## src/rtl/reg_write_arbiter_pkg.sv

```systemverilog
// Shared types and default sizes for the register-file write arbiter.
package reg_write_arbiter_pkg;

  typedef enum logic {
    ARB    = 1'b0,
    LOCKED = 1'b1
  } arb_state_e;

  localparam int DEF_N_REQ     = 4;
  localparam int DEF_DATA_W    = 32;
  localparam int DEF_ADDR_W    = 5;
  localparam int DEF_MAX_BURST = 4;

endpackage

```

## src/rtl/reg_write_arbiter_if.sv

```systemverilog
// Requester-side handshake plus the register-file write port, bundled for the arbiter.
interface reg_write_arbiter_if
  import reg_write_arbiter_pkg::*;
#(
  parameter int N_REQ  = DEF_N_REQ,
  parameter int DATA_W = DEF_DATA_W,
  parameter int ADDR_W = DEF_ADDR_W
);
  localparam int ID_W = $clog2(N_REQ);

  logic [N_REQ-1:0]        req_valid;
  logic [N_REQ-1:0]        req_lock;
  logic [N_REQ*ADDR_W-1:0] req_addr;
  logic [N_REQ*DATA_W-1:0] req_data;
  logic [N_REQ-1:0]        req_ready;
  logic                    reg_write;
  logic [ADDR_W-1:0]       reg_addr;
  logic [DATA_W-1:0]       reg_data;
  logic [ID_W-1:0]         grant_id;
  logic                    locked;

  modport master (
    output req_valid, req_lock, req_addr, req_data,
    input  req_ready, reg_write, reg_addr, reg_data, grant_id, locked
  );

  modport slave (
    input  req_valid, req_lock, req_addr, req_data,
    output req_ready, reg_write, reg_addr, reg_data, grant_id, locked
  );

endinterface

```

## src/rtl/reg_write_arbiter_rr_priority_select.sv

```systemverilog
// Combinational rotating-priority picker: first set request at or above start_i, wrapping.
module rr_priority_select
  import reg_write_arbiter_pkg::*;
#(
  parameter int N_REQ = DEF_N_REQ,
  parameter int ID_W  = $clog2(N_REQ)
) (
  input  logic [N_REQ-1:0] req_i,
  input  logic [ID_W-1:0]  start_i,
  output logic [N_REQ-1:0] grant_o
);

  logic [N_REQ-1:0] ge_mask;
  logic [N_REQ-1:0] masked;
  logic [N_REQ-1:0] pick;

  for (genvar gi = 0; gi < N_REQ; gi++) begin : g_mask
    assign ge_mask[gi] = (start_i <= ID_W'(gi));
  end

  // Prefer requests at or above the pointer; otherwise wrap to the lowest one.
  assign masked  = req_i & ge_mask;
  assign pick    = (|masked) ? masked : req_i;
  assign grant_o = pick & (~pick + N_REQ'(1));

endmodule

```

## src/rtl/reg_write_arbiter.sv

```systemverilog
// N-requester write arbiter with locked bursts feeding one register-file write port.
// Define REG_ARB_ROUND_ROBIN_EN for rotating priority; otherwise requester 0 always wins.
module reg_write_arbiter
  import reg_write_arbiter_pkg::*;
#(
  parameter int N_REQ     = DEF_N_REQ,
  parameter int DATA_W    = DEF_DATA_W,
  parameter int ADDR_W    = DEF_ADDR_W,
  parameter int MAX_BURST = DEF_MAX_BURST
) (
  input logic              clk,
  input logic              rst_n,
  reg_write_arbiter_if.slave arb_if
);

  localparam int ID_W  = $clog2(N_REQ);
  localparam int CNT_W = $clog2(MAX_BURST + 1);

  arb_state_e        state_q;
  logic [ID_W-1:0]   owner_q;
  logic [CNT_W-1:0]  beat_cnt_q;
  logic [ID_W-1:0]   rr_ptr_q;
  logic              reg_write_q;
  logic [ADDR_W-1:0] reg_addr_q;
  logic [DATA_W-1:0] reg_data_q;
  logic [ID_W-1:0]   grant_id_q;

  logic [ADDR_W-1:0] addr_arr [N_REQ];
  logic [DATA_W-1:0] data_arr [N_REQ];
  logic [N_REQ-1:0]  arb_grant;
  logic [N_REQ-1:0]  ready;
  logic              accept;
  logic [ID_W-1:0]   acc_idx;
  logic [ID_W-1:0]   rr_ptr_d;
  logic [CNT_W-1:0]  beat_cnt_d;

  for (genvar gi = 0; gi < N_REQ; gi++) begin : g_unpack
    assign addr_arr[gi] = arb_if.req_addr[gi*ADDR_W +: ADDR_W];
    assign data_arr[gi] = arb_if.req_data[gi*DATA_W +: DATA_W];
  end

  rr_priority_select #(
    .N_REQ (N_REQ),
    .ID_W  (ID_W)
  ) u_select (
    .req_i   (arb_if.req_valid),
    .start_i (rr_ptr_q),
    .grant_o (arb_grant)
  );

  // Nothing is accepted while reset is asserted, whatever state_q holds.
  always_comb begin
    ready = '0;
    if (rst_n) begin
      if (state_q == LOCKED) begin
        ready[owner_q] = arb_if.req_valid[owner_q];
      end else begin
        ready = arb_grant;
      end
    end
  end

  always_comb begin
    acc_idx = '0;
    for (int k = 0; k < N_REQ; k++) begin
      if (ready[k]) begin
        acc_idx = ID_W'(k);
      end
    end
  end

  assign accept     = |ready;
  assign beat_cnt_d = beat_cnt_q + CNT_W'(1);

`ifdef REG_ARB_ROUND_ROBIN_EN
  assign rr_ptr_d = (acc_idx == ID_W'(N_REQ - 1)) ? '0 : acc_idx + ID_W'(1);
`else
  assign rr_ptr_d = '0;
`endif

  always_ff @(posedge clk) begin
    if (!rst_n) begin
      state_q     <= ARB;
      owner_q     <= '0;
      beat_cnt_q  <= '0;
      rr_ptr_q    <= '0;
      reg_write_q <= 1'b0;
      reg_addr_q  <= '0;
      reg_data_q  <= '0;
      grant_id_q  <= '0;
    end else begin
      reg_write_q <= 1'b0;
      if (accept) begin
        // Register 0 is hard-wired, so its beats are consumed without a strobe.
        reg_write_q <= (addr_arr[acc_idx] != '0);
        reg_addr_q  <= addr_arr[acc_idx];
        reg_data_q  <= data_arr[acc_idx];
        grant_id_q  <= acc_idx;
        rr_ptr_q    <= rr_ptr_d;
      end
      case (state_q)
        ARB: begin
          if (accept && arb_if.req_lock[acc_idx]) begin
            state_q    <= LOCKED;
            owner_q    <= acc_idx;
            beat_cnt_q <= CNT_W'(1);
          end
        end
        LOCKED: begin
          if (accept) begin
            beat_cnt_q <= beat_cnt_d;
            if (!arb_if.req_lock[owner_q] || beat_cnt_d == CNT_W'(MAX_BURST)) begin
              state_q <= ARB;
            end
          end else begin
            state_q <= ARB;
          end
        end
        default: state_q <= ARB;
      endcase
    end
  end

  assign arb_if.req_ready = ready;
  assign arb_if.reg_write = reg_write_q;
  assign arb_if.reg_addr  = reg_addr_q;
  assign arb_if.reg_data  = reg_data_q;
  assign arb_if.grant_id  = grant_id_q;
  assign arb_if.locked    = (state_q == LOCKED);

endmodule

```

## src/flat_wrapper.sv

```systemverilog
// flat-port wrapper written by rule: the top's interface ports become plain ports
module reg_write_arbiter_flat import reg_write_arbiter_pkg::*;
#(
  parameter int N_REQ     = DEF_N_REQ,
  parameter int DATA_W    = DEF_DATA_W,
  parameter int ADDR_W    = DEF_ADDR_W,
  parameter int MAX_BURST = DEF_MAX_BURST
)
  (clk, rst_n, arb_if_req_valid, arb_if_req_lock, arb_if_req_addr, arb_if_req_data, arb_if_req_ready, arb_if_reg_write, arb_if_reg_addr, arb_if_reg_data, arb_if_grant_id, arb_if_locked);
  reg_write_arbiter_if #(.N_REQ(N_REQ), .DATA_W(DATA_W), .ADDR_W(ADDR_W)) arb_if_i ();
  input logic clk;
  input logic rst_n;
  input wire logic [$bits(arb_if_i.req_valid)-1:0] arb_if_req_valid;
  input wire logic [$bits(arb_if_i.req_lock)-1:0] arb_if_req_lock;
  input wire logic [$bits(arb_if_i.req_addr)-1:0] arb_if_req_addr;
  input wire logic [$bits(arb_if_i.req_data)-1:0] arb_if_req_data;
  output wire logic [$bits(arb_if_i.req_ready)-1:0] arb_if_req_ready;
  output wire logic [$bits(arb_if_i.reg_write)-1:0] arb_if_reg_write;
  output wire logic [$bits(arb_if_i.reg_addr)-1:0] arb_if_reg_addr;
  output wire logic [$bits(arb_if_i.reg_data)-1:0] arb_if_reg_data;
  output wire logic [$bits(arb_if_i.grant_id)-1:0] arb_if_grant_id;
  output wire logic [$bits(arb_if_i.locked)-1:0] arb_if_locked;
  assign arb_if_i.req_valid = arb_if_req_valid;
  assign arb_if_i.req_lock = arb_if_req_lock;
  assign arb_if_i.req_addr = arb_if_req_addr;
  assign arb_if_i.req_data = arb_if_req_data;
  assign arb_if_req_ready = arb_if_i.req_ready;
  assign arb_if_reg_write = arb_if_i.reg_write;
  assign arb_if_reg_addr = arb_if_i.reg_addr;
  assign arb_if_reg_data = arb_if_i.reg_data;
  assign arb_if_grant_id = arb_if_i.grant_id;
  assign arb_if_locked = arb_if_i.locked;
  reg_write_arbiter #(.N_REQ(N_REQ), .DATA_W(DATA_W), .ADDR_W(ADDR_W), .MAX_BURST(MAX_BURST)) u_core (.clk(clk), .rst_n(rst_n), .arb_if(arb_if_i));
endmodule
```

## config.mk

```make
export PLATFORM = sky130hd
export DESIGN_NAME = reg_write_arbiter_flat
export DESIGN_NICKNAME = d
export VERILOG_FILES = /design/src/rtl/reg_write_arbiter_pkg.sv /design/src/rtl/reg_write_arbiter_if.sv /design/src/rtl/reg_write_arbiter_rr_priority_select.sv /design/src/rtl/reg_write_arbiter.sv /design/src/flat_wrapper.sv
export SDC_FILE = /design/constraint.sdc
export NUM_CORES = 1
export LEC_CHECK = 0
export CAP_MARGIN = 15
export CORE_MARGIN = 5
export CORE_UTILIZATION = 30
export DETAILED_ROUTE_END_ITERATION = 6
export DONT_BUFFER_PORTS = 1
export GPL_ROUTABILITY_DRIVEN = 0
export HOLD_SLACK_MARGIN = 0.05
export PLACE_DENSITY = 0.53
export SETUP_SLACK_MARGIN = 0.05
export SYNTH_ARGS = -nofsm -noshare
export SYNTH_HDL_FRONTEND = slang
export SYNTH_HIERARCHICAL = 1
export SYNTH_SLANG_ARGS = --single-unit
```

## constraint.sdc

```tcl
create_clock -name clk -period 3.9 [get_ports clk]
set_input_delay 0.39 -clock clk [delete_from_list [all_inputs] [get_ports clk]]
set_output_delay 0.39 -clock clk [all_outputs]
set_load 0.02 [all_outputs]
```

# Yosys cells after proc, flatten, opt, wreduce, memory -nomap -nowiden
# Index checks and enable logic that the tools add are counted.
dict set report classes {
  n_eq_ne 3
  mux 26
  bitwise 5
  add_sub_neg 2
  n_lt_le_gt_ge 4
  reduce_logical 9
}
# cell count
set op_table {}
lappend op_table {{32-bit binary-select mux with 2-bit select} 1}
lappend op_table {{32-bit 2-to-1 mux} 2}
lappend op_table {{5-bit binary-select mux with 2-bit select} 1}
lappend op_table {{5-bit 2-to-1 mux} 2}
lappend op_table {{4-bit AND} 2}
lappend op_table {{1-bit 2-to-1 mux} 8}
lappend op_table {{4-bit 2-to-1 mux} 2}
lappend op_table {{1-bit binary-select mux with 2-bit select} 3}
lappend op_table {{2-bit by 3-bit < comparator with 1-bit output (second input constant)} 2}
lappend op_table {{3-bit 2-to-1 mux} 2}
lappend op_table {{3-bit one-hot mux with 2 select lines} 1}
lappend op_table {{2-bit AND reduction} 3}
lappend op_table {{5-bit nonzero test} 1}
lappend op_table {{4-bit by 1-bit adder with 4-bit output (second input constant)} 1}
lappend op_table {{2-bit 2-to-1 mux} 2}
lappend op_table {{4-bit inverter} 1}
lappend op_table {{4-bit OR reduction} 1}
lappend op_table {{3-bit by 1-bit adder with 3-bit output (second input constant)} 1}
lappend op_table {{3-bit == test (second input constant)} 1}
lappend op_table {{3-bit greater-or-equal comparator (second input constant)} 1}
lappend op_table {{2-bit inverter with 3-bit output} 1}
lappend op_table {{1-bit demux with 2-bit select} 1}
lappend op_table {{2-bit by 1-bit greater-or-equal comparator with 1-bit output (second input constant)} 1}
lappend op_table {{1-bit logical AND} 2}
lappend op_table {{6 further kinds} 6}
dict set report totals {
  input_bits 158
  regBits 46
  word_cells 56
}

# Logic depth before layout (Yosys ltp)
# Gate-level depths: netlist (run 1).
dict set report logic_depth {
  word_depth 15
  mapped_depth 12
}

# Cells and area by module
# Netlist (run 1), hierarchy kept.
# module n_inst seq_area_each_um2 area_each_um2 cells_each
set modules_own_cells {}
lappend modules_own_cells {reg_write_arbiter 1 920.9 2805.2 304}
lappend modules_own_cells {rr_priority_select 1 0.0 107.6 16}

# Least setup slack after synthesis (run 1)
# No wires, ideal clock.
dict set report synth_path {
  path_type {input -> register}
  from {input port arb_if_req_valid[1]}
  to {register u_core.owner_q[1]}
  setup_ps 72
  path_stages 9
  path_slack_ps 1550
  arrival_ps 2278
  required_ps 3828
  path_cell_list {o21ai_0 > a32o_2 > nor2b_1 > o21ai_1 > inv_1 > a211oi_1 > or4_4 > a21oi_4 > mux2i_1}
}
dict set report synth_via {
  word_cells_on_any_way 16
  classes_between {add/sub (1); mux (9); bitwise (3); reduce/logical (3)}
}
# element line
set synth_rtl {}
lappend synth_rtl {{from (decl)} flat_wrapper.sv:13} ;# input wire logic [$bits(arb_if_i.req_valid)-1:0] arb_if_req_valid;
lappend synth_rtl {{4-bit inverter *} reg_write_arbiter_rr_priority_select.sv:24} ;# assign grant_o = pick & (~pick + N_REQ'(1));
lappend synth_rtl {{4-bit by 1-bit adder with 4-bit output *} reg_write_arbiter_rr_priority_select.sv:24}
lappend synth_rtl {{4-bit AND *} reg_write_arbiter_rr_priority_select.sv:24}
lappend synth_rtl {{via u_core.arb_grant[2]} reg_write_arbiter.sv:30} ;# logic [N_REQ-1:0] arb_grant;
lappend synth_rtl {{4-bit 2-to-1 mux *} reg_write_arbiter.sv:55} ;# if (state_q == LOCKED) begin
lappend synth_rtl {{4-bit 2-to-1 mux *} reg_write_arbiter.sv:54} ;# if (rst_n) begin
lappend synth_rtl {{via arb_if_req_ready[2]} flat_wrapper.sv:17} ;# output wire logic [$bits(arb_if_i.req_ready)-1:0] arb_if_req_ready;
lappend synth_rtl {{2-bit 2-to-1 mux (2 in series)} reg_write_arbiter.sv:66} ;# if (ready[k]) begin
lappend synth_rtl {{1-bit binary-select mux with 2-bit select} reg_write_arbiter.sv:103} ;# if (accept && arb_if.req_lock[acc_idx]) begin
lappend synth_rtl {{1-bit 2-to-1 mux (not written as such)} reg_write_arbiter.sv:103}
lappend synth_rtl {{1-bit logical AND} reg_write_arbiter.sv:103}
lappend synth_rtl {{2-bit AND reduction (no source line)} --}
lappend synth_rtl {{to (signal assigned)} reg_write_arbiter.sv:105} ;# owner_q <= acc_idx;
lappend synth_rtl {{to (decl)} reg_write_arbiter.sv:20} ;# logic [ID_W-1:0] owner_q;
# Mark *: on every way through the listed nets, which the timed path passes. The rest lies on a longest branch. The select of a mux whose other input is x is not followed.
# A chain may end at the register's enable or synchronous reset.

# Final worst setup path (run 1)
dict set report layout_path {
  from {register u_core.state_q, in the netlist u_core/arb_if.locked}
  to {register u_core.reg_data_q[26], in the netlist u_core/arb_if.reg_data[26]}
}
dict set report layout_via {
  word_cells_on_any_way 10
  classes_between {mux (8); bitwise (1); reduce/logical (1)}
}
# element line
set layout_rtl {}
lappend layout_rtl {{from (decl)} reg_write_arbiter.sv:19} ;# arb_state_e state_q;
lappend layout_rtl {{from (signal assigned)} reg_write_arbiter.sv:83} ;# state_q <= ARB;
lappend layout_rtl {{from (signal assigned)} reg_write_arbiter.sv:104} ;# state_q <= LOCKED;
lappend layout_rtl {{from (signal assigned)} reg_write_arbiter.sv:113} ;# state_q <= ARB;
lappend layout_rtl {{4-bit 2-to-1 mux *} reg_write_arbiter.sv:55}
lappend layout_rtl {{4-bit 2-to-1 mux *} reg_write_arbiter.sv:54}
lappend layout_rtl {{via arb_if_req_ready[3]} flat_wrapper.sv:17}
lappend layout_rtl {{2-bit 2-to-1 mux} reg_write_arbiter.sv:66}
lappend layout_rtl {{2-bit inverter with 3-bit output (not written as such)} reg_write_arbiter.sv:97} ;# reg_data_q <= data_arr[acc_idx];
lappend layout_rtl {{32-bit binary-select mux with 2-bit select} reg_write_arbiter.sv:97}
lappend layout_rtl {{32-bit 2-to-1 mux (not written as such) (2 in series)} reg_write_arbiter.sv:97}
lappend layout_rtl {{to (signal assigned)} reg_write_arbiter.sv:97}
lappend layout_rtl {{to (decl)} reg_write_arbiter.sv:25} ;# logic [DATA_W-1:0] reg_data_q;
# Marked as above.

==> summary by stage, run 1 <==
Cells and area
The number of antenna diodes is 0. At the end of the flow the core is filled with cells to roughly a third. The layout net count is 485.

The area growth from synthesis to layout is 9.064%. The filler-free cell count of the finished design is about 460. The share of post-route cells with drive strength above 1 is 11.66%. After filler insertion, the fill cell instance count of the layout stands at roughly 1k.

Logic synthesis
The count of cell types in the netlist is 56. The sequential fraction of the synthesis area is a little under a third. The commonest cells after synthesis are sky130_fd_sc_hd__dfxtp_1, sky130_fd_sc_hd__mux2i_1, sky130_fd_sc_hd__o22ai_1. The combinational family with the most area after synthesis is compound AO/OA/AOI/OAI gates. The area fraction of the dominant cell type after synthesis is approximately a third. The post-synthesis instance total is 320.

The proportion of synthesized area in mux cells is about 16%. Summing the areas of all compound-gate instances in the mapped netlist gives roughly a third of the synthesized area. The most area-hungry cell type in the Yosys netlist is sky130_fd_sc_hd__dfxtp_1. The mean post-synth cell area is around 9.1 sq um. The simple-gate portion of the synthesized area is a little over a tenth. In this run, synthesis produced a sequential element count of 46. The dominant register cell in the synthesized netlist is sky130_fd_sc_hd__dfxtp_1. For this run, asynchronously set or reset flops after synthesis account for 0%. The yosys synthesis warning count is 6. In the post-synthesis netlist, the cell with the most instances is sky130_fd_sc_hd__dfxtp_1. Yosys mapped a number of flops with a built-in enable equal to 0. The arithmetic-cell share of the synthesized area counting full adders, half adders and majority gates is 0.8591%. The share of the synthesized netlist area taken by xor and xnor gates is less than 1%. The mapped netlist covers 2913 sq um. After synthesis, the cell types taking the most area are sky130_fd_sc_hd__dfxtp_1, sky130_fd_sc_hd__mux2i_1, sky130_fd_sc_hd__a221oi_1.

Routing
The detail-routed via count per cell is 5.932. For this block, the routed nets add up to about 10 mm of wire. The detailed router finished its first iteration with between 150 and 200 violations. The via count is 2,723. The count of nets left with antenna violations once routing finished came out at 0. The DRC violation count after routing is 0. The average routed wire per standard cell is roughly 22 um. The number of detailed-routing iterations run before antenna repair is 4.

Setup path
The longest individual stage delay on the worst path is about 0.87 ns. In this design, the critical path's most frequently occurring cell is sky130_fd_sc_hd__o21ai_1. Walking the worst path, the cells encountered are nor2b_1 > o21ai_1 > inv_2 > a21oi_4 > buf_12 > mux2i_1 > o21ai_1 > o21a_1.

For the worst setup path, the data arrival time is between 3 and 4 ns. The worst setup path is captured at a flop. Of all nets on the critical path, the largest fanout is 28. The category of the most critical setup path is flop to flop. At the worst endpoint, the required time is 4.10 ns. On the critical path, the stage with the largest delay is an instance of sky130_fd_sc_hd__dfxtp_1.

STA classifies the critical path startpoint as a flop.

Clock tree
In this run the post-CTS setup repair buffer count came out at 0. TritonCTS built the clock tree. The post-cts sizing count is 0. CTS saw 46 sinks. The H-tree generated during clock tree synthesis spans 2 levels. Buffers inserted to repair hold after CTS numbered 0.

Clock latency on the worst-skew pair, taken at its later pin, is about 0.30 ns. CTS placed an instance of sky130_fd_sc_hd__clkbuf_8 at the clock tree root. The number of buffers inserted during clock tree synthesis is 5.

After clock tree synthesis, the clock-pin slew on the worst setup and hold paths is approximately 0.09 ns. The largest buffer count on any clock path is 2.

STA
Setup repair after global routing left no endpoint under its margin. After layout, the minimum clock period comes to 3.098 ns. The total negative slack is 0 ns. The final setup skew is approximately 0.013 ns.

The worst slack on hold paths is approximately 0.22 ns. The number of pins exceeding their max-slew limit in the final report is 0. Dividing the final minimum period by the clock period gives slightly below 80%. At the pin with the least slew margin, the transition time is approximately 1.1 ns. The remaining max-slew budget at the tightest pin is about a quarter.

The worst-case setup margin in the final layout is between 0.8 and 0.9 ns. The achievable clock frequency is between 300 and 400 MHz. The final hold violation count is 0. The setup-violating endpoint count in the final report is 0.

Floorplanning
around 200 I/O pins were placed. The floorplan die area is between 10,000 and 15,000 sq um. Once the floorplan was initialized, standard cells occupied a little under a third of the core. The core area is a little under 10,000 sq um. The floorplan step set the die width to around 110 um. From bottom edge to top edge, the die measures 108.5 um. The placement row count is 36.

Run status
The flow ran to the end, and the final reports show no timing, DRC or antenna violations.

GRT
The via count of the first global-routing pass is about 2.7k. The first-pass GRT wire length is 14.75 mm. The initial antenna violation count is 0.

After global routing the overflow that remains totals 0. The total track usage is around 16%. The maximum number of pins on one net before global-route repair is 42.

Power and ir drop
The total leakage power is ~1.3 nW. Dividing total power by cell area gives a power density of 468.3 nW/um^2. The maximum vdd ir drop is ~170 uV.

Flow run
The tool flagged a number of max-cap violations equal to 0.

Place
Summed over all nets, the half-perimeter wirelength after detailed placement is a little under 8 mm. The number of placed cells counting well taps is around 450. The worst-case setup slack after placement is between 0.7 and 0.8 ns. During placement, the flow inserted port buffers numbering 0.

Worst hold path
The type of the most critical hold path is primary input to flop.
cells by family (layout without fill, tap and decap cells):
kind of cell,count (synthesis),count (layout)
and+or+nand+nor,55,55
muxes,46,46
xor gates and xnor gates,2,2
other,1,12
DFF,46,46
buffers and inverters,30,25
AOI/OAI and AO/OA,138,138
adders and majority gates,2,2
critical path, delay by kind of cell, from the launching register on:
family                 cells  cell delay, ns
AO/OA/AOI/OAI              4            1.22
flip-flops                 1            0.87
multiplexers               1            0.21
buffers and inverters      2            0.50
AND/OR/NAND/NOR            1            0.16
placed cells by master (no fill, tap or decap), drive strengths merged, types with 6 or more instances in the layout:
| master | instances |
|---|---|
| inv | 6 |
| nor2 | 9 |
| a211oi | 6 |
| mux2i | 40 |
| o21ai | 36 |
| o21a | 6 |
| nand2 | 22 |
| buf | 11 |
| dfxtp | 46 |
| o22ai | 30 |
| a221oi | 25 |
| a21oi | 12 |
| conb | 12 |
final cells by class:
cell class / instances / area, sq um / area share (%)
clock buffer: 5 / 68.82 / 2.166
clock inverter: 3 / 21.27 / 0.6696
inverter: 6 / 22.52 / 0.7089
multi-input combinational: 255 / 1882 / 59.24
sequential: 46 / 920.9 / 28.99
tap: 133 / 166.4 / 5.238
timing repair buffer: 11 / 95.09 / 2.993
flip-flops by register name, indices dropped and copies added, names as in the netlist:
signal / count
u_core/arb_if.reg_data: 32
u_core/beat_cnt_q: 3
u_core/arb_if.grant_id: 2
u_core/arb_if.locked: 1
u_core/owner_q: 2
u_core/arb_if.reg_write: 1
u_core/arb_if.reg_addr: 5
stage by stage:
stage	area (sq um)	power (mW)
2_1_floorplan	2954	1.083
3_3_place_gp	3087	1.190
3_5_place_dp	3087	1.197
4_1_cts	3177	1.506
5_1_grt	3177	1.578
6_report	3177	1.488
per-layer routing:
layer  GRT usage, %  part of all wire (%)  vias to the layer above
met3          5.612                    11                       19
li1               -                     -                     1265
met1          20.35                    40                     1271
met5              0                     0                        -
met4          5.320                   2.4                        0
met2          25.99                    47                      168
power breakdown:
group | internal (mW) | switching [mW] | leakage (nW)
sequential | 0.558 | 0.181 | 0.380
clock | 0.126 | 0.178 | 0.0441
combinational | 0.191 | 0.253 | 0.911
total | 0.875 | 0.613 | 1.34
worst paths after layout:
path / startpoint / end / slack [ns] / depth (start not counted)
setup / recovery: u_core/arb_if.locked$_SDFF_PN0_ / u_core/arb_if.reg_data[26]$_SDFFE_PN0P_ / 0.80 / 8
hold / removal: rst_n / u_core/beat_cnt_q[0]$_SDFFE_PN0P_ / 0.22 / 1
setup reg to reg: u_core/arb_if.locked$_SDFF_PN0_ / u_core/arb_if.reg_data[26]$_SDFFE_PN0P_ / 0.80 / 8
hold reg to reg: u_core/beat_cnt_q[1]$_SDFFE_PN0P_ / u_core/beat_cnt_q[1]$_SDFFE_PN0P_ / 0.50 / 2
No activity file was read; power rests on OpenSTA's default activity.
==> inputs of run 2 (changes only) <==
Settings changed: PLACE_DENSITY 0.53 to 0.54.
Clock period 3.9 ns to 2.5 ns, I/O delays scaled along.
==> summary by stage, run 2 (synthesis gave the netlist of run 1 again) <==
STA
The achievable clock frequency is 439.3 MHz (was 322.8 MHz). The final hold violation count came to 0 (unchanged). The final setup skew came to 0.01663 ns (was 0.01324 ns).

The time the final worst path needs with I/O delays and setup is 2.276 ns (was 3.098 ns). Setup repair after global routing missed its margin: false (unchanged). The worst slack on hold paths came to 0.08463 ns (was 0.2212 ns). The setup-violating endpoint count in the final report is 0 (unchanged). The remaining max-slew budget at the tightest pin is 33.46% (was 26.72%).

The final period utilization is 91.05% (was 79.45%). The measured slew at the worst slew-check pin is 0.9970 ns (was 1.098 ns). The number of pins exceeding their max-slew limit in the final report is 0 (unchanged). The total negative slack came to 0 ns (unchanged).

Cells and area
The filler cell count in the final layout is 1,063 (was 1,024). The layout net count is 495 (was 485). Commonest cells after routing, fill and taps aside: sky130_fd_sc_hd__dfxtp_1, sky130_fd_sc_hd__mux2i_1, sky130_fd_sc_hd__o22ai_1 (unchanged). The flip-flop count of the largest register, all copies and words added is 32 (unchanged). The register area was 923.4 sq um (was 920.9 sq um). The post-synthesis to final-layout area growth is 12.93% (was 9.064%). The commonest non-fill, non-tap cell in the layout is sky130_fd_sc_hd__dfxtp_1 (unchanged).

The share of post-route cells with drive strength above 1 is 14.58% (was 11.66%). The multi-input logic area is 1893 sq um (was 1882 sq um).

Floorplanning
The overall die height came to 108.5 um (unchanged). The floorplan die area is 11,780 sq um (unchanged). The initial core utilization is 30.22% (unchanged). The core area was 9639 sq um (unchanged).

The chip width came to 108.5 um (unchanged). The placement row count came to 36 (unchanged). The I/O pin total came to 203 (unchanged).

Clock tree
The clock slew at the register clock pins of the worst setup and hold paths is 0.08 ns (was 0.09 ns). The root buffer cell is sky130_fd_sc_hd__clkbuf_8 (unchanged). The cts-stage hold buffer count came to 0 (unchanged). The CTS tree is yes (unchanged). The total clock sinks is 46 (unchanged).

The largest buffer count on any clock path is 2 (unchanged). The number of buffers inserted during clock tree synthesis came to 5 (unchanged). The number of H-tree levels is 2 (unchanged). The clock latency at the later pin of the worst-skew pair is 0.30 ns (about the same).

Routing
The remaining number of nets flagged by the antenna check after routing came to 0 (unchanged). The total routed wire length on the met1 layer is 4.030 mm (was 4.096 mm). The average routed wire per standard cell is 21.89 um (was 22.37 um).

The total wirelength of the detailed-routed design is 10.29 mm (was 10.27 mm). The routed length on met2 came to 4.958 mm (was 4.781 mm). The starting DRC count in detailed routing is 133 (was 195). The DRC violation count after routing is 0 (unchanged). The number of detailed-routing iterations run before antenna repair came to 4 (unchanged).

The via count is 2,771 (was 2,723). The top routing layer in use is met4 (unchanged). The detail-routed via count per cell was 5.896 (was 5.932). The routed wire length on met3 was 1.075 mm (was 1.145 mm).

GRT
The initial antenna violation count is 1 (was 0). The first-pass GRT wire length is 15.19 mm (was 14.75 mm). The remaining global-route overflow came to 0 (unchanged). The via count of the first global-routing pass was 2,819 (was 2,665). The total track usage is 16.61% (was 16.22%). The maximum number of pins on one net before global-route repair is 42 (unchanged).

Setup path
The launch instance of the worst register-to-register path was u_core/owner_q[0]$_SDFFE_PN0P_ (was u_core/arb_if.locked$_SDFF_PN0_). The sort of element at the end of the critical path is a flop (unchanged). The type of element launching the critical path is a flop (unchanged).

The category of the most critical setup path is flop to flop (unchanged). The maximum fanout encountered on the critical timing path came to 8 (was 28). The capturing point of the worst reg2reg path is u_core/owner_q[1]$_SDFFE_PN0P_ (was u_core/arb_if.reg_data[26]$_SDFFE_PN0P_).

The register-to-register setup slack came to 0.22 ns (was 0.80 ns). The data arrival time of the worst path is 2.49 ns (was 3.29 ns). The required time of the critical path came to 2.72 ns (was 4.10 ns).

The depth of the most critical reg-to-reg path is 6 (was 8).

Power and ir drop
The power density of the placed cells is 711.8 nW/um^2 (was 468.3 nW/um^2). The overall power is 2.341 mW (was 1.488 mW). The maximum vdd ir drop is 237.2 uV (was 165.3 uV). The total leakage power is 1.403 nW (was 1.335 nW).

Worst hold path
The worst min-delay path endpoint is u_core/beat_cnt_q[0]$_SDFFE_PN0P_ (unchanged). The number of stages on the worst hold path came to 1 (unchanged). The type of the most critical hold path was primary input to flop (unchanged). The critical hold path startpoint was rst_n (unchanged).

Place
The port buffer count is 0 (unchanged). The placed wire-length estimate after detailed placement is 8.026 mm (was 7.818 mm).

Flow run
The max capacitance violation total was 0 (unchanged).

Run status
Run status: finished clean (unchanged).
-- run 2: cell count changes in the layout (fill, tap and decap cells not counted) --
cell	before	now
sky130_fd_sc_hd__o41ai_2	2	1
sky130_fd_sc_hd__dfxtp_2	0	2
sky130_fd_sc_hd__dfxtp_1	46	44
sky130_fd_sc_hd__clkbuf_1	0	1
sky130_fd_sc_hd__buf_4	10	18
sky130_fd_sc_hd__o41ai_4	0	1
sky130_fd_sc_hd__diode_2	0	1
sky130_fd_sc_hd__buf_12	1	3
sky130_fd_sc_hd__clkinvlp_4	1	0
-- run 2: how the worst max path moves through the flow --
stage	startpoint	end	depth (start not counted)
floorplan	u_core/arb_if.locked$_SDFF_PN0_	u_core/owner_q[1]$_SDFFE_PN0P_	8
global placement	arb_if_req_valid[2]	u_core/owner_q[1]$_SDFFE_PN0P_	8
detailed placement	u_core/owner_q[1]$_SDFFE_PN0P_	u_core/arb_if.reg_data[27]$_SDFFE_PN0P_	6
CTS	u_core/arb_if.locked$_SDFF_PN0_	u_core/arb_if.reg_data[13]$_SDFFE_PN0P_	5
global route	u_core/owner_q[0]$_SDFFE_PN0P_	u_core/owner_q[1]$_SDFFE_PN0P_	6
finish	u_core/owner_q[0]$_SDFFE_PN0P_	u_core/owner_q[1]$_SDFFE_PN0P_	6
-- run 2: critical path, cell delays in order, from the launching register on --
cell and delay [ns]:
sky130_fd_sc_hd__dfxtp_1 0.47, sky130_fd_sc_hd__and4b_4 0.26, sky130_fd_sc_hd__nor2_1 0.33, sky130_fd_sc_hd__a211oi_1 0.16, sky130_fd_sc_hd__or4_4 0.52, sky130_fd_sc_hd__a21oi_4 0.26, sky130_fd_sc_hd__mux2i_1 0.20
-- run 2: report_power, final --
part           switching (mW)  total, mW  internal, mW
clock                   0.257      0.455         0.198
sequential              0.262       1.13         0.872
combinational           0.419      0.752         0.333
total                   0.938       2.34          1.40
-- run 2: area by class of cell --
cell class                 instances  share of cell area [%]
antenna                            1                 0.07607
clock buffer                       6                   2.206
multi-input combinational        255                   57.55
clock inverter                     2                  0.4184
sequential                        46                   28.07
timing repair buffer              21                   5.934
inverter                           6                  0.6847
tap                              133                   5.059
-- run 2: stage by stage --
step / util [%] / area [sq um] / cells / setup slack, ns
after floorplan: - / 2954 / 331 / 0.1563
after global placement: 33.06 / 3187 / 461 / 0.1710
after detailed placement: 33.06 / 3187 / 461 / 0.1597
after CTS: 33.96 / 3273 / 469 / 0.1718
after global routing: 34.13 / 3289 / 470 / 0.1115
final: 34.13 / 3289 / 470 / 0.2237
-- run 2: routing by layer --
layer | track usage, % | vias to the layer above
met4 | 5.140 | 0
met5 | 0 | -
met2 | 28.16 | 154
met1 | 19.56 | 1314
met3 | 5.970 | 14
li1 | - | 1289
-- run 2: timing repair --
item,CTS,global route
endpoints found under the setup margin,0,21
buffers inserted,0,0
gates resized for setup,0,3
==> inputs of run 3 (changes only) <==
Settings changed: CAP_MARGIN 15 to 10, CORE_ASPECT_RATIO set to 1.1.
==> summary by stage, run 3 (synthesis gave the netlist of run 1 again) <==
STA
Setup repair after global routing missed its margin: false (unchanged). The final setup skew is 0.008590 ns (was 0.01663 ns). The worst-case setup margin in the final layout was 0.2224 ns (was 0.2237 ns).

The achievable clock frequency is 439.1 MHz (was 439.3 MHz). The final period utilization is 91.10% (was 91.05%). The setup-violating endpoint count in the final report is 0 (unchanged). The worst slack on hold paths is 0.07783 ns (was 0.08463 ns). The total negative slack is 0 ns (unchanged). The remaining max-slew budget at the tightest pin is 47.97% (was 33.46%).

The final hold violation count is 0 (unchanged). The number of pins exceeding their max-slew limit in the final report is 0 (unchanged). The time the final worst path needs with I/O delays and setup came to 2.278 ns (was 2.276 ns). The measured slew at the worst slew-check pin came to 0.7752 ns (was 0.9970 ns).

Place
The number of placed cells counting well taps is 444 (was 461). The placed wire-length estimate after detailed placement came to 7.938 mm (was 8.026 mm). The port buffer count is 0 (unchanged).

The worst-case setup slack after placement is 0.05042 ns (was 0.1597 ns).

GRT
The via count of the first global-routing pass is 2,870 (was 2,819). The remaining global-route overflow is 0 (unchanged). The maximum number of pins on one net before global-route repair was 42 (unchanged).

The first-pass GRT wire length is 15.83 mm (was 15.19 mm). The initial antenna violation count came to 0 (was 1). The total track usage is 16.58% (was 16.61%).

Clock tree
The number of setup buffers added after CTS is 0 (unchanged). The number of buffers inserted during clock tree synthesis came to 5 (unchanged). The CTS tree is yes (unchanged).

The cts-stage hold buffer count is 0 (unchanged). The root buffer cell was sky130_fd_sc_hd__clkbuf_8 (unchanged). The number of H-tree levels came to 2 (unchanged). The total clock sinks is 46 (unchanged).

The clock latency at the later pin of the worst-skew pair came to 0.30 ns (about the same). The largest buffer count on any clock path is 2 (unchanged). The post-cts sizing count is 0 (unchanged). The clock slew at the register clock pins of the worst setup and hold paths is 0.09 ns (was 0.08 ns).

Power and ir drop
The overall power is 2.399 mW (was 2.341 mW). The power density of the placed cells came to 733.4 nW/um^2 (was 711.8 nW/um^2). The maximum vdd ir drop is 287.6 uV (was 237.2 uV). The total leakage power was 1.402 nW (was 1.403 nW).

Setup path
The data arrival time of the worst path is 2.50 ns (was 2.49 ns). The number of buffer and inverter instances along the worst setup path is 0 (unchanged). The maximum fanout encountered on the critical timing path is 8 (unchanged). The family with the most delay on the worst path is simple AND/OR/NAND/NOR gates (unchanged). Cell breakdown of the critical path: and4b_4 > nor2_1 > a211oi_1 > or4_4 > a21oi_4 > mux2i_1 (unchanged).

The longest individual stage delay on the worst path is 0.52 ns (about the same). The sort of element at the end of the critical path was a flop (unchanged). The standard cell with the maximum stage delay on the critical path was sky130_fd_sc_hd__or4_4 (unchanged). The type of element launching the critical path was a flop (unchanged).

The required time of the critical path was 2.72 ns (about the same). The category of the most critical setup path is flop to flop (unchanged). The depth of the most critical reg-to-reg path is 6 (unchanged).

The instance count on the critical path is 6 (unchanged).

Floorplanning
The overall die height was 113.3 um (was 108.5 um). The initial core utilization was 30.84% (was 30.22%). The placement row count is 37 (was 36). The floorplan die area is 11,780 sq um (about the same). The chip width is 104.0 um (was 108.5 um). The I/O pin total was 203 (unchanged). The core area was 9444 sq um (was 9639 sq um).

Worst hold path
The number of stages on the worst hold path is 1 (unchanged). The type of the most critical hold path was primary input to flop (unchanged).

Cells and area
The flip-flop count of the largest register, all copies and words added is 32 (unchanged). The layout net count is 494 (was 495). The share of post-route cells with drive strength above 1 was 14.63% (was 14.58%).

The commonest non-fill, non-tap cell in the layout was sky130_fd_sc_hd__dfxtp_1 (unchanged). Commonest cells after routing, fill and taps aside: sky130_fd_sc_hd__dfxtp_1, sky130_fd_sc_hd__mux2i_1, sky130_fd_sc_hd__o22ai_1 (unchanged). The filler-free cell count of the finished design is 452 (was 470). The post-synthesis to final-layout area growth is 12.29% (was 12.93%). The number of antenna diodes is 0 (was 1).

Routing
The remaining number of nets flagged by the antenna check after routing is 0 (unchanged). The DRC violation count after routing is 0 (unchanged). The detail-routed via count per cell is 5.969 (was 5.896). The via count is 2,698 (was 2,771). The total wirelength of the detailed-routed design is 10.37 mm (was 10.29 mm).

The number of detailed-routing iterations run before antenna repair was 4 (unchanged). The starting DRC count in detailed routing is 119 (was 133). The average routed wire per standard cell is 22.94 um (was 21.89 um).

Flow run
The max capacitance violation total was 0 (unchanged).

Run status
Run status: finished clean (unchanged).
## run 3: report_power, final
group	switching, mW	internal [mW]	leakage [nW]
clock	0.261	0.254	0.0544
sequential	0.267	0.872	0.381
combinational	0.418	0.326	0.967
total	0.946	1.45	1.40
## run 3: path summary, 6_finish.rpt
path / end / from / slack, ns
min reg2reg: u_core/beat_cnt_q[1]$_SDFFE_PN0P_ / u_core/beat_cnt_q[1]$_SDFFE_PN0P_ / 0.50
max reg2reg: u_core/owner_q[1]$_SDFFE_PN0P_ / u_core/owner_q[0]$_SDFFE_PN0P_ / 0.22
max: u_core/owner_q[1]$_SDFFE_PN0P_ / u_core/owner_q[0]$_SDFFE_PN0P_ / 0.22
min: u_core/beat_cnt_q[0]$_SDFFE_PN0P_ / rst_n / 0.08
## run 3: worst reg2reg max path: stages (launching register included)
cell,delay (ns)
sky130_fd_sc_hd__dfxtp_1,0.46
sky130_fd_sc_hd__and4b_4,0.26
sky130_fd_sc_hd__nor2_1,0.32
sky130_fd_sc_hd__a211oi_1,0.16
sky130_fd_sc_hd__or4_4,0.52
sky130_fd_sc_hd__a21oi_4,0.27
sky130_fd_sc_hd__mux2i_1,0.21
## run 3: final cells by class
class	count	area, sq um
fill	985	6173
multi-input combinational	255	1898
sequential	46	923.4
timing repair buffer	20	175.2
tap	117	146.4
clock buffer	7	96.34
inverter	6	22.52
clock inverter	1	8.758
## run 3: routing by layer
layer	vias up	GRT usage, %	part of all wire, %
met4	0	3.109	0.84
met5	-	0	0
li1	1282	-	-
met2	155	29.97	51
met3	5	6.104	10
met1	1256	18.79	38
## run 3: metrics by stage
| stage | area, sq um | util (%) |
|---|---|---|
| after detailed placement | 3147 | 33.32 |
| after floorplan | 2954 | - |
| final | 3271 | 34.63 |
| after global routing | 3271 | 34.63 |
| after global placement | 3147 | 33.32 |
| after CTS | 3252 | 34.43 |
